**src/rtl/gray_pkg.sv**
```systemverilog
// Shared Gray-code helpers and receiver state type.
// Functions operate on a 64-bit container; narrower counts are zero-extended.
package gray_pkg;

    localparam int GRAY_FN_W = 64;

    typedef enum logic {
        ST_UNLOCKED,
        ST_LOCKED
    } gray_rx_state_t;

    function automatic logic [GRAY_FN_W-1:0] f_bin2gray(input logic [GRAY_FN_W-1:0] b);
        return b ^ (b >> 1);
    endfunction

    function automatic logic [GRAY_FN_W-1:0] f_gray2bin(input logic [GRAY_FN_W-1:0] g);
        logic [GRAY_FN_W-1:0] b;
        b = g;
        for (int i = GRAY_FN_W - 2; i >= 0; i--) begin
            b[i] = b[i+1] ^ g[i];
        end
        return b;
    endfunction

endpackage

```
**src/rtl/gray2bin.sv**
```systemverilog
// Combinational Gray-to-binary decode: each binary bit is the XOR of all Gray bits at or above it.
// Zero latency; no flow control.
module gray2bin #(
    parameter int WIDTH = 32
) (
    input  logic [WIDTH-1:0] gray,
    output logic [WIDTH-1:0] bin
);

    for (genvar i = 0; i < WIDTH; i++) begin : g_bit
        assign bin[i] = ^gray[WIDTH-1:i];
    end

endmodule

```
**src/rtl/gray_cnt_rx.sv**
```systemverilog
// Gray counter link receiver: decodes samples, validates forward steps, counts violations.
// Latency 2 clk from sampled gray_in to outputs; no backpressure, ena only qualifies samples.
module gray_cnt_rx
    import gray_pkg::*;
#(
    parameter int WIDTH    = 32,
    parameter int MAX_STEP = 1,
    parameter int DELTA_W  = 8,
    parameter int ERR_W    = 16
) (
    input  logic               clk,
    input  logic               rst,
    input  logic               ena,
    input  logic [WIDTH-1:0]   gray_in,
    output logic               locked,
    output logic [WIDTH-1:0]   bin_out,
    output logic               bin_valid,
    output logic [DELTA_W-1:0] delta,
    output logic               step_err,
    output logic [ERR_W-1:0]   err_cnt
);

    localparam logic [WIDTH-1:0] MAX_STEP_W = WIDTH'(MAX_STEP);

    logic               s1_vld;
    logic [WIDTH-1:0]   s1_gray;
    logic [WIDTH-1:0]   s1_bin;
    logic               s2_vld;
    logic [WIDTH-1:0]   s2_bin;

    gray_rx_state_t     state_q, state_d;
    logic [WIDTH-1:0]   ref_q, ref_d;
    logic [WIDTH-1:0]   bin_d;
    logic [DELTA_W-1:0] delta_d;
    logic               valid_d;
    logic               err_d;
    logic [ERR_W-1:0]   cnt_d;
    logic [WIDTH-1:0]   diff;

    gray2bin #(.WIDTH(WIDTH)) u_gray2bin (
        .gray (s1_gray),
        .bin  (s1_bin)
    );

    always_ff @(posedge clk) begin
        if (rst) begin
            s1_vld  <= 1'b0;
            s1_gray <= '0;
            s2_vld  <= 1'b0;
            s2_bin  <= '0;
        end else begin
            s1_vld  <= ena;
            s1_gray <= gray_in;
            s2_vld  <= s1_vld;
            s2_bin  <= s1_bin;
        end
    end

    // Modular difference makes the all-ones -> zero wrap an ordinary +1 step.
    assign diff = s2_bin - ref_q;

    always_comb begin
        state_d = state_q;
        ref_d   = ref_q;
        bin_d   = bin_out;
        delta_d = delta;
        valid_d = 1'b0;
        err_d   = 1'b0;
        cnt_d   = err_cnt;
        if (s2_vld) begin
            case (state_q)
                ST_UNLOCKED: begin
                    state_d = ST_LOCKED;
                    ref_d   = s2_bin;
                    bin_d   = s2_bin;
                end
                ST_LOCKED: begin
                    if (diff == '0) begin
                        ref_d = ref_q;
                    end else if (diff <= MAX_STEP_W) begin
                        ref_d   = s2_bin;
                        bin_d   = s2_bin;
                        delta_d = DELTA_W'(diff);
                        valid_d = 1'b1;
                    end else begin
                        ref_d = s2_bin;
                        err_d = 1'b1;
                        if (err_cnt != '1) begin
                            cnt_d = err_cnt + 1'b1;
                        end
                    end
                end
                default: state_d = ST_UNLOCKED;
            endcase
        end
    end

    always_ff @(posedge clk) begin
        if (rst) begin
            state_q   <= ST_UNLOCKED;
            ref_q     <= '0;
            bin_out   <= '0;
            delta     <= '0;
            bin_valid <= 1'b0;
            step_err  <= 1'b0;
            err_cnt   <= '0;
        end else begin
            state_q   <= state_d;
            ref_q     <= ref_d;
            bin_out   <= bin_d;
            delta     <= delta_d;
            bin_valid <= valid_d;
            step_err  <= err_d;
            err_cnt   <= cnt_d;
        end
    end

    assign locked = (state_q == ST_LOCKED);

endmodule

```
**config.mk**
```make
export PLATFORM = sky130hd
export DESIGN_NAME = gray_cnt_rx
export DESIGN_NICKNAME = d
export VERILOG_FILES = /design/src/rtl/gray_pkg.sv /design/src/rtl/gray2bin.sv /design/src/rtl/gray_cnt_rx.sv
export SDC_FILE = /design/constraint.sdc
export NUM_CORES = 1
export LEC_CHECK = 0
export CORE_MARGIN = 5
export CORE_UTILIZATION = 33
export DETAILED_ROUTE_END_ITERATION = 8
export PLACE_DENSITY = 0.54
export SLEW_MARGIN = 20
export SYNTH_ARGS = -nofsm -noshare
export SYNTH_HDL_FRONTEND = slang
export SYNTH_SLANG_ARGS = --single-unit
export TNS_END_PERCENT = 30
```
**constraint.sdc**
```tcl
create_clock -name clk -period 6.4 [get_ports clk]
set_input_delay 1.28 -clock clk [delete_from_list [all_inputs] [get_ports clk]]
set_output_delay 1.28 -clock clk [all_outputs]
set_load 0.02 [all_outputs]
```
==> metrics.cfg <==
[drt]
ant_nets=0
drt-initial-drc-count=241
drc_errors=0
viasPerCell=4.54
routed_wl_microns=15600
dr.pass1.iters=4
route.vias.total=5173
wire_per_inst_microns=13.6

[die]
die_h_microns=159
dieWidth_microns=159
die-area_sq_um=25300
start_util=0.335
core_area_sq_um=21800
rows=54
ios=94

[worst_setup_path]
end_kind=flop
critPathKind=reg -> reg
crit_path_top_delay_cell=or4_4
reg2reg_from=s2_bin[0]
startpoint=s2_bin[0]
cpPeakStageDelay_ps=550
crit_buf_inv=3
crit_fanout=23
critPathTopFamily=compound AO/OA/AOI/OAI gates
crit_arrival_ps=5630
crit_chain=inv_1 -> ha_1 -> inv_1 -> fa_1 -> a21o_1 -> a221oi_2 -> o21ai_2 -> a221o_1 -> a21oi_2 -> o21ai_2 -> a221oi_2 -> xnor2_1 -> or3_1 -> or4_4 -> a2111oi_4 -> nand2_1 -> o21ai_4 -> buf_12 -> mux2i_1 -> nor2_1
required_ps=6680
cp-start-kind=flop

[logic_synthesis]
synth_compound_area_frac=0.0962
synth.cell_area_sq_um=7320
yosys.area_share.simple=0.178
postSynthAreaPerCell_sq_um=9.59
synth-xor-area-share=0.0896
synth_cells=763
synth_fp_nets=831
synthMuxAreaShare=0.104
synth_ff_type=dfxtp_1
seq_area_frac_synth=0.429
synth_seq_cells=157
yosysUniqueCellTypes=59
async_reset_ff_frac=0
synth-edff-count=0
yosysWarnings=0
synthAdderAreaFrac=0.0574
synth_top_family_by_area=simple AND/OR/NAND/NOR gates

[job]
drv_cap=0

[sta]
tns_ps=0
setup-violations-final=0
clock.fmax_mhz=187
period_needed_ps=5350
fin_crit_sh=0.836
tightest_slew_ps=789
rsz0062_at_grt=false
hold_viol_final=0
slew_headroom=0.474
fin_skew_ps=17.5
slew_viol_final=0

[placement]
dp.final_hpwl_microns=11500
gp_congestion=0.845
port_buffers=93

[clock_tree]
cts_resized=0
cts_buffer_depth=2
path_clk_slew_ps=60
numCtsBuffers=17
cts_sinks=157
cts_setup_buffers=0
cts.root.buffer_cell=clkbuf_16
h-tree-depth=4
cts_tree=done
clock_latency_ps=430
postCtsHoldBufs=0

[global_route]
use_met3=0.0368
grt_pass1_wl_microns=26100
track_usage=0.124
grt_antenna_before_repair=0
busiest_layer=met2
grt_max_degree=82
overflow=0
grt_util_met2=0.191
met1_usage=0.171
grt_pass1_vias=5150

[cells_and_area]
final_util=0.413
antenna_cells=0
drive_gt1_frac=0.0674
layout_common_cells=dfxtp_1, nor2_1, clkdlybuf4s50_1
layout_commonest_cell=dfxtp_1
nets=915
syn_to_final_growth_pct=23.1

[status]
status=completed

[power]
peakVddDrop_mv=0.189
powerDensity_nw_per_um2=393
p_leak_nw=3.92

[worst_hold_path]
min-delay-start=s1_vld
hold_class=reg -> reg

## layout make-up
cell class	count	area [sq um]
clock buffer	18	439
clock inverter	14	133
fill	2203	12800
inverter	37	139
multi-input combinational	539	3850
sequential	157	3140
tap	280	350
timing repair buffer	95	956
## metrics by stage
step           cell area, sq um  std cells  power (mW)  setup WS (ps)  hold slack [ps]
2_1_floorplan              7320        763        2.28           1560              414
3_3_place_gp               8430       1108        2.60           1100              429
3_5_place_dp               8430       1108        2.59            999              424
4_1_cts                    9010       1140        3.60           1000              439
5_1_grt                    9010       1140        3.81            616              459
6_report                   9010       1140        3.55           1050              436
## cell usage after synthesis (all sizes together), types with 2 or more instances
library cell    n  area (sq um)
dfxtp         157          3140
nor2          115           432
mux2i          67           671
nor2b          56           350
xnor2          43           377
inv            37           139
a21oi          33           173
ha             32           400
a21o           23           173
nand2          23          86.3
xor2           23           209
clkbuf         20          75.1
and2           13          81.3
nand4          12          75.1
nand3          11          55.1
and3           10          62.6
buf            10           116
o21ai          10          68.8
mux2            8          90.1
nor3            7          35.0
a21bo           5          50.1
nand3b          5          37.5
o21bai          4          30.0
or2             4          25.0
nor4            3          18.8
o21a            3          22.5
a2111oi         2          36.3
a211oi          2          15.0
a21boi          2          15.0
a221oi          2          30.0
a31oi           2          12.5
or3             2          12.5
xnor3           2          46.3
## final timing paths
check              end  slack, ps  cells past startpoint
min reg2reg     s2_vld        440                      1
min             s2_vld        440                      1
max          ref_q[18]       1050                     20
max reg2reg  ref_q[18]       1050                     20
## sequential cells by signal, indices dropped and copies added, names as in the netlist, 8 cells and up
register / flops
bin_out: 32
ref_q: 32
s1_gray: 32
s2_bin: 32
err_cnt: 16
delta: 8
## per-layer routing
| metal | vias to the layer above | wire [microns] |
|---|---|---|
| li1 | 2733 | - |
| met1 | 2347 | 7760 |
| met2 | 80 | 6860 |
| met3 | 13 | 787 |
| met4 | 0 | 146 |
| met5 | - | 0 |
## report_power, final
group | internal (mW) | total (mW) | switching, mW
registers | 1.08 | 1.19 | 0.109
logic | 0.633 | 1.38 | 0.743
clock network | 0.554 | 0.979 | 0.424
total | 2.27 | 3.55 | 1.28
## cells by family (layout without fill, tap and decap cells)
group,after synthesis,in the layout
buffers and inverters,67,164
multiplexers,75,75
AO/OA/AOI/OAI,97,97
XOR/XNOR,69,69
AND/OR/NAND/NOR,265,265
flip-flops,157,157
adder cells (fa/ha/maj),33,33
Power figures use the tool's default switching activity.
